--- src/rtl/marin_pkg.sv ---
// Shared Marin SoC definitions for the Wishbone UART transmitter:
// register offsets, STATUS bit positions and the TX state encoding.
package marin_pkg;

   localparam logic [1:0] UART_REG_TXDATA = 2'd0;
   localparam logic [1:0] UART_REG_STATUS = 2'd1;
   localparam logic [1:0] UART_REG_DIV    = 2'd2;
   localparam logic [1:0] UART_REG_RSVD   = 2'd3;

   localparam int ST_FULL    = 0;
   localparam int ST_EMPTY   = 1;
   localparam int ST_BUSY    = 2;
   localparam int ST_OVF     = 3;
   localparam int ST_IRQ_EN  = 4;
   localparam int ST_CNT_LSB = 8;

   typedef enum logic [1:0] {
      TX_IDLE  = 2'd0,
      TX_START = 2'd1,
      TX_DATA  = 2'd2,
      TX_STOP  = 2'd3
   } tx_state_e;

   // Divisors below 2 would make a state shorter than the handshake can follow.
   function automatic logic [15:0] bit_period(input logic [15:0] div);
      bit_period = (div < 16'd2) ? 16'd2 : div;
   endfunction

endpackage

--- src/rtl/wb_uart_tx16_sync_fifo8.sv ---
// Byte-wide synchronous circular FIFO with wrap-bit pointers.
// Pushes into a full FIFO and pops from an empty one are ignored.
module sync_fifo8
   import marin_pkg::*;
#(
   parameter int AW = 4
) (
   input  logic          clk_i,
   input  logic          rst_ni,
   input  logic          push_i,
   input  logic          pop_i,
   input  logic [7:0]    din_i,
   output logic [7:0]    dout_o,
   output logic          full_o,
   output logic          empty_o,
   output logic [AW:0]   count_o
);

   localparam logic [AW:0] PTR_ONE  = {{AW{1'b0}}, 1'b1};
   localparam logic [AW:0] CNT_FULL = {1'b1, {AW{1'b0}}};

   logic [7:0]  mem_q [0:(1<<AW)-1];
   logic [AW:0] wr_q;
   logic [AW:0] wr_d;
   logic [AW:0] rd_q;
   logic [AW:0] rd_d;
   logic        do_push_s;
   logic        do_pop_s;

   assign count_o = wr_q - rd_q;
   assign full_o  = (count_o == CNT_FULL);
   assign empty_o = (wr_q == rd_q);
   assign dout_o  = mem_q[rd_q[AW-1:0]];

   // Pointer advance; the pop decision uses the state before this edge's push.
   always_comb begin
      do_push_s = push_i && !full_o;
      do_pop_s  = pop_i && !empty_o;
      if (do_push_s) begin
         wr_d = wr_q + PTR_ONE;
      end else begin
         wr_d = wr_q;
      end
      if (do_pop_s) begin
         rd_d = rd_q + PTR_ONE;
      end else begin
         rd_d = rd_q;
      end
   end

   // Pointer registers.
   always_ff @(posedge clk_i or negedge rst_ni) begin
      if (!rst_ni) begin
         wr_q <= '0;
         rd_q <= '0;
      end else begin
         wr_q <= wr_d;
         rd_q <= rd_d;
      end
   end

   // Storage array, no reset needed.
   always_ff @(posedge clk_i) begin
      if (do_push_s) begin
         mem_q[wr_q[AW-1:0]] <= din_i;
      end
   end

endmodule

--- src/rtl/wb_uart_tx16.sv ---
// 16-bit Wishbone classic slave UART transmitter (8N1, LSB first) with a byte FIFO.
// Optional WB_UART_TX_IRQ_EN adds irq_o and the STATUS[4] interrupt enable.
module wb_uart_tx16
   import marin_pkg::*;
#(
   parameter int          FIFO_AW     = 4,
   parameter logic [15:0] DEFAULT_DIV = 16'd868
) (
   input  logic          clk_i,
   input  logic          rst_i,
   input  logic [15:0]   wb_dat_i,
   output logic [15:0]   wb_dat_o,
   input  logic [31:0]   wb_adr_i,
   input  logic [1:0]    wb_sel_i,
   input  logic          wb_we_i,
   input  logic          wb_cyc_i,
   input  logic          wb_stb_i,
   output logic          wb_ack_o,
   output logic          tx_o
`ifdef WB_UART_TX_IRQ_EN
   ,
   output logic          irq_o
`endif
);

   logic              ack_q;
   logic              ack_d;
   logic [15:0]       dat_q;
   logic [15:0]       dat_d;
   logic [15:0]       div_q;
   logic [15:0]       div_d;
   logic              ovf_q;
   logic              ovf_d;
   logic [1:0]        reg_s;
   logic              access_s;
   logic              push_req_s;
   logic              pop_s;
   logic [15:0]       status_s;
   logic [15:0]       per_new_s;
   logic [7:0]        fifo_dout_s;
   logic              full_s;
   logic              empty_s;
   logic [FIFO_AW:0]  count_s;
   logic              unused_adr_s;

   tx_state_e         state_q;
   logic [15:0]       cnt_q;
   logic [15:0]       per_q;
   logic [7:0]        sh_q;
   logic [2:0]        bit_q;
   logic              tx_q;

`ifdef WB_UART_TX_IRQ_EN
   logic              irq_en_q;
   logic              irq_en_d;
   logic              irq_q;
   logic              irq_d;
   assign irq_o = irq_q;
`endif

   assign reg_s        = wb_adr_i[2:1];
   assign unused_adr_s = ^{wb_adr_i[31:3], wb_adr_i[0]};
   assign wb_ack_o     = ack_q;
   assign wb_dat_o     = dat_q;
   assign tx_o         = tx_q;

   sync_fifo8 #(
      .AW      (FIFO_AW)
   ) u_fifo (
      .clk_i   (clk_i),
      .rst_ni  (rst_i),
      .push_i  (push_req_s),
      .pop_i   (pop_s),
      .din_i   (wb_dat_i[7:0]),
      .dout_o  (fifo_dout_s),
      .full_o  (full_s),
      .empty_o (empty_s),
      .count_o (count_s)
   );

   // STATUS word assembly.
   always_comb begin
      status_s                          = 16'd0;
      status_s[ST_FULL]                 = full_s;
      status_s[ST_EMPTY]                = empty_s;
      status_s[ST_BUSY]                 = (state_q != TX_IDLE);
      status_s[ST_OVF]                  = ovf_q;
      status_s[ST_CNT_LSB +: FIFO_AW+1] = count_s;
`ifdef WB_UART_TX_IRQ_EN
      status_s[ST_IRQ_EN]               = irq_en_q;
`endif
   end

   // Bus decode: every side effect is tied to the single cycle that raises ack.
   always_comb begin
      access_s   = wb_cyc_i && wb_stb_i && !ack_q;
      ack_d      = access_s;
      push_req_s = access_s && wb_we_i && (reg_s == UART_REG_TXDATA) && wb_sel_i[0];
      div_d      = div_q;
      ovf_d      = ovf_q;
      dat_d      = 16'd0;
      if (access_s && !wb_we_i) begin
         case (reg_s)
            UART_REG_STATUS: dat_d = status_s;
            UART_REG_DIV:    dat_d = div_q;
            default:         dat_d = 16'd0;
         endcase
      end else begin
         dat_d = 16'd0;
      end
      if (access_s && wb_we_i && (reg_s == UART_REG_DIV)) begin
         if (wb_sel_i[0]) begin
            div_d[7:0] = wb_dat_i[7:0];
         end else begin
            div_d[7:0] = div_q[7:0];
         end
         if (wb_sel_i[1]) begin
            div_d[15:8] = wb_dat_i[15:8];
         end else begin
            div_d[15:8] = div_q[15:8];
         end
      end else begin
         div_d = div_q;
      end
      if (push_req_s && full_s) begin
         ovf_d = 1'b1;
      end else if (access_s && wb_we_i && (reg_s == UART_REG_STATUS) &&
                   wb_sel_i[0] && wb_dat_i[ST_OVF]) begin
         ovf_d = 1'b0;
      end else begin
         ovf_d = ovf_q;
      end
   end

`ifdef WB_UART_TX_IRQ_EN
   // Interrupt enable and level; a fresh push drops the request at once.
   always_comb begin
      irq_en_d = irq_en_q;
      if (access_s && wb_we_i && (reg_s == UART_REG_STATUS) && wb_sel_i[0]) begin
         irq_en_d = wb_dat_i[ST_IRQ_EN];
      end else begin
         irq_en_d = irq_en_q;
      end
      irq_d = irq_en_q && empty_s && (state_q == TX_IDLE) && !push_req_s;
   end

   // Interrupt registers.
   always_ff @(posedge clk_i or negedge rst_i) begin
      if (!rst_i) begin
         irq_en_q <= 1'b0;
         irq_q    <= 1'b0;
      end else begin
         irq_en_q <= irq_en_d;
         irq_q    <= irq_d;
      end
   end
`endif

   // Bus-side registers.
   always_ff @(posedge clk_i or negedge rst_i) begin
      if (!rst_i) begin
         ack_q <= 1'b0;
         dat_q <= 16'd0;
         div_q <= DEFAULT_DIV;
         ovf_q <= 1'b0;
      end else begin
         ack_q <= ack_d;
         dat_q <= dat_d;
         div_q <= div_d;
         ovf_q <= ovf_d;
      end
   end

   // A new frame starts from IDLE or straight out of an expiring stop bit.
   always_comb begin
      per_new_s = bit_period(div_q);
      if (!empty_s && ((state_q == TX_IDLE) ||
                       ((state_q == TX_STOP) && (cnt_q == 16'd0)))) begin
         pop_s = 1'b1;
      end else begin
         pop_s = 1'b0;
      end
   end

   // Transmit FSM; cnt_q counts down the remaining cycles of the current bit.
   always_ff @(posedge clk_i or negedge rst_i) begin
      if (!rst_i) begin
         state_q <= TX_IDLE;
         cnt_q   <= 16'd0;
         per_q   <= 16'd2;
         sh_q    <= 8'd0;
         bit_q   <= 3'd0;
         tx_q    <= 1'b1;
      end else begin
         case (state_q)
            TX_IDLE: begin
               if (pop_s) begin
                  state_q <= TX_START;
                  per_q   <= per_new_s;
                  cnt_q   <= per_new_s - 16'd1;
                  sh_q    <= fifo_dout_s;
                  tx_q    <= 1'b0;
               end
            end
            TX_START: begin
               if (cnt_q == 16'd0) begin
                  state_q <= TX_DATA;
                  cnt_q   <= per_q - 16'd1;
                  bit_q   <= 3'd0;
                  tx_q    <= sh_q[0];
               end else begin
                  cnt_q   <= cnt_q - 16'd1;
               end
            end
            TX_DATA: begin
               if (cnt_q == 16'd0) begin
                  cnt_q <= per_q - 16'd1;
                  if (bit_q == 3'd7) begin
                     state_q <= TX_STOP;
                     tx_q    <= 1'b1;
                  end else begin
                     bit_q <= bit_q + 3'd1;
                     sh_q  <= {1'b0, sh_q[7:1]};
                     tx_q  <= sh_q[1];
                  end
               end else begin
                  cnt_q <= cnt_q - 16'd1;
               end
            end
            TX_STOP: begin
               if (cnt_q == 16'd0) begin
                  if (pop_s) begin
                     state_q <= TX_START;
                     per_q   <= per_new_s;
                     cnt_q   <= per_new_s - 16'd1;
                     sh_q    <= fifo_dout_s;
                     tx_q    <= 1'b0;
                  end else begin
                     state_q <= TX_IDLE;
                  end
               end else begin
                  cnt_q <= cnt_q - 16'd1;
               end
            end
            default: begin
               state_q <= TX_IDLE;
               tx_q    <= 1'b1;
            end
         endcase
      end
   end

endmodule

--- config.mk ---
export PLATFORM = sky130hd
export DESIGN_NAME = wb_uart_tx16
export DESIGN_NICKNAME = d
export VERILOG_FILES = /design/src/rtl/marin_pkg.sv /design/src/rtl/wb_uart_tx16_sync_fifo8.sv /design/src/rtl/wb_uart_tx16.sv
export SDC_FILE = /design/constraint.sdc
export NUM_CORES = 1
export LEC_CHECK = 0
export ABC_AREA = 1
export CORE_UTILIZATION = 50
export DETAILED_ROUTE_END_ITERATION = 10
export GPL_TIMING_DRIVEN = 0
export HOLD_SLACK_MARGIN = 0.15
export PLACE_DENSITY = 0.69
export SETUP_SLACK_MARGIN = 0.5
export SYNTH_ARGS = -nofsm -noshare
export SYNTH_HDL_FRONTEND = slang
export SYNTH_HIERARCHICAL = 1
export SYNTH_SLANG_ARGS = --single-unit
--- constraint.sdc ---
create_clock -name clk_i -period 3.98 [get_ports clk_i]
set_clock_uncertainty 0.15 [all_clocks]
set_input_delay 0.597 -clock clk_i [delete_from_list [all_inputs] [get_ports clk_i]]
set_output_delay 0.597 -clock clk_i [all_outputs]
set_load 0.1 [all_outputs]
==> run metrics <==
status=finished clean; Flop pwr share=between 30% and 40%; PD cells=slightly above 700 mW/mm2; die width=~150 um; Synth top area share=between 30% and 40%; crit-path max cell delay=0.74 ns; DRT iter0 DRCs=approximately 650; simple-gate share of the synthesized area=a little over a fifth; Mapped Nets=approximately 1200; Die ar.=approximately 0.022 mm2; IO Pins=73; CTS buffer count=25; vias in the first global route=7924; CTS H-tree depth=1; starting density of the core=slightly above 50%; share of cells above drive strength 1=8.80%; clock share of power=25.4%; Synth Cell Area=approximately 0.011 mm2; Clk Latency, worst-skew pair=0.52 ns; Synth Area in Compound Gates=between 10% and 20%; Synth Flop Type=edfxtp_1; Vias/cell=about 5.4; first-pass GRT wire length=between 40000 and 50000 um; count leader, synth=nand2_1; DR vias=a little over 8000; largest cells by area after synthesis=edfxtp_1 (36%), dfrtp_1 (19%), nand2_1 (9.1%); LEAKAGE=roughly 5.0 nW; core area=approximately 0.021 mm2; Ant. Diodes=0; initial antenna violation count=0; Max-slew headroom=32.0%; largest family of logic cells by synthesized area=simple AND/OR/NAND/NOR gates; post-synthesis mux area share=less than 1%; crit-path max FO=10; HPWL Detailed=about 19000 um; GRT Resource Usage Total=25.1%; clk buf depth=3; final net count=roughly 1300; post-CTS setup buffer count=0; Die Y=~150 um; clock net sink count=between 200 and 250; worst hold path class=reg -> reg; Clk pin slew, worst setup/hold paths=0.06 ns; Final ANT Viol Nets=0; slowest stage cell, crit path=nor2_1; root buffer cell=clkbuf_16; final WL=~27000 um; GPL Wtd Cong=about 0.93; met2 GRT Util=between 40% and 50%; max-cap violation count=0; area leader, netlist=edfxtp_1; Crit path max-delay family=simple AND/OR/NAND/NOR gates; met3 usage=~2.9%; CP Cell Sequence=clkbuf_1 > inv_2 > ha_1 > a21oi_1 > nand2_1 > nand2_1 > nand2_1 > nand3_4 > nand2_4 > nor2_1; largest net degree at the start of global routing=67; Tmin final=3.33 ns; Layout area overhead=15.3%; register area share after synthesis=roughly 57%; Post-Synth Adder-Cell Area=under 10%; RSZ-0062 raised after global routing=yes; Ys Warns=6; P_int=5.18 mW; Slew Limit Fails=0; XOR/XNOR Fraction of Synth Area=roughly 2.5%; Setup-failing EPs final=0; Worst VDD drop=between 0.0004 and 0.0005 V; gr ovfl total=0; Worst path most repeated cell=nand2_1; CP endpoint kind=flop; Comb power frac=around 40%; most frequent cells after synthesis=nand2_1 (259), nor2_1 (182), edfxtp_1 (128), inv_1 (92), o21ai_0 (86); Post-Layout Cell Count=1525; CP bufs+invs=2; final hold vios=0; critical path class=reg -> reg; Post-synth ARST share=between 40% and 50%; Critical Path AT=3.31 ns; most used routing layer=met2; Inst Count DP=1480; number of distinct library cells after synthesis=44; DRC Markers=0; syn_area_per_cell=roughly 9 um2; CP Data Required Time=3.96 ns; Tcrit/Tclk final=about 84%; post-placement setup slack=about 0.25 ns; Switching Power=between 3 and 4 mW; slew at the pin closest to its max-slew limit=1.02 ns; Port Buffer Count=42; PnR worst setup slack=around 0.65 ns; Avg WL per Cell=about 17 um; Sw Ratio=41.1%; grt met1 use=34.0%; CTS tree=yes; # rows=between 50 and 60; synthesis-stage register bit count=about 220; Max Freq=301 MHz; Pre-antenna DRT Iters=4; critical path startpoint category=flop; Post-synth EDFFs=approximately 130; Cells after Synth=approximately 1200
[flip-flops by register name, indices dropped and copies added (netlist names), 2 cells and up]
signal,flops
div_q,16
wb_dat_o,16
sh_q,8
bit_q,3
u_fifo/mem_q,128
cnt_q,16
u_fifo/wr_q,5
per_q,16
u_fifo/rd_q,5
state_q,2
[timing repair]
action                                  in CTS  in global routing
endpoints found under the setup margin       8                 95
resized for setup                            1                 10
hold endpoints to repair                    23                  0
hold buffers                                 1                  0
[kinds of logic (layout without fill, tap and decap cells)]
family	Yosys count	in the layout
simple gates	560	560
flops	218	218
compound gates	192	192
buf+inv	137	225
xor+xnor	31	31
fa+ha+maj	23	23
mux	1	1
[layer usage]
| metal | part of all wire (%) | vias to the layer above |
|---|---|---|
| met5 | 0 | - |
| met4 | 2.6 | 0 |
| met3 | 4.9 | 52 |
| met2 | 48 | 222 |
| met1 | 44 | 3873 |
| li1 | - | 4044 |
[path summary, 6_finish.rpt]
kind | start | endpoint | slack, ns | cells past startpoint
worst max-delay path | u_fifo/rd_q[2]$_DFFE_PN0P_ | u_fifo/mem_q[9][4]$_DFFE_PP_ | 0.65 | 10
worst min-delay path | wb_ack_o$_DFF_PN0_ | wb_ack_o$_DFF_PN0_ | 0.30 | 1
worst max register to register | u_fifo/rd_q[2]$_DFFE_PN0P_ | u_fifo/mem_q[9][4]$_DFFE_PP_ | 0.65 | 10
worst min register to register | wb_ack_o$_DFF_PN0_ | wb_ack_o$_DFF_PN0_ | 0.30 | 1
max in group asynchronous | rst_i | div_q[9]$_DFFE_PN1P_ | 2.61 | 3
min in group asynchronous | rst_i | cnt_q[2]$_DFF_PN0_ | 0.39 | 2
[worst reg2reg max path: cells and delay by family, from the launching register on]
family,cells,cell delay (ns)
flops,1,0.36
simple gates,6,1.21
compound gates,1,0.20
fa+ha+maj,1,0.39
buf+inv,2,0.62
[power by group through the flow]
stage | Combinational [mW] | Sequential, mW | Clock (mW)
after floorplan | 2.53 | 3.00 | 0
after global routing | 4.03 | 3.02 | 2.34
after detailed placement | 3.53 | 3.02 | 0
after global placement | 3.49 | 3.02 | 0
after CTS | 3.56 | 2.98 | 2.27
final | 3.58 | 2.98 | 2.23
[layout by cell type, fill, tap and decap left out, types with 2 or more instances in the layout]
cell / synthesis / layout
nand2_1: 259 / 259
nor2_1: 182 / 172
edfxtp_1: 128 / 128
inv_1: 92 / 92
o21ai_0: 86 / 86
dfrtp_1: 83 / 83
nand3_1: 70 / 70
a21oi_1: 41 / 41
clkdlybuf4s50_1: 0 / 41
xor2_1: 27 / 27
clkbuf_16: 0 / 25
ha_1: 22 / 22
o211ai_1: 21 / 21
o22ai_1: 19 / 19
nor3_1: 17 / 17
buf_2: 17 / 17
clkbuf_1: 14 / 16
o21ai_1: 15 / 15
nor2_2: 4 / 13
nand4_1: 9 / 9
nand2_2: 7 / 7
dfstp_2: 7 / 7
inv_2: 5 / 5
clkinv_2: 0 / 5
nor2_4: 3 / 4
buf_6: 4 / 4
xnor2_1: 4 / 4
clkinv_1: 2 / 4
clkinvlp_4: 0 / 3
nand3_2: 2 / 2
o31ai_1: 2 / 2
a32o_1: 2 / 2
nand2_4: 2 / 2
bufinv_16: 0 / 2
clkbuf_8: 0 / 2
clkinv_4: 0 / 2
or2_1: 2 / 2
[cell type report]
class | instances | area, um2
well taps | 275 | 344
multi-input cells | 807 | 4020
plain buffers | 37 | 191
clock buffers | 29 | 661
clock inverters | 15 | 144
flip-flops and latches | 218 | 6100
repair buffers | 44 | 455
inverters | 100 | 378
fillers | 1843 | 8660
[per-stage QoR]
step	TNS (ns)	utilization, %	power [mW]	hold slack [ns]	instance area [um2]
2_1_floorplan	0	-	5.52	0.151	10700
3_3_place_gp	-104.81	54.5	6.50	0.296	11400
3_5_place_dp	0	54.7	6.55	0.300	11500
4_1_cts	0	58.6	8.81	0.307	12300
5_1_grt	0	58.7	9.39	0.339	12300
6_report	0	58.7	8.79	0.304	12300
(Power assumes the default switching activity.)
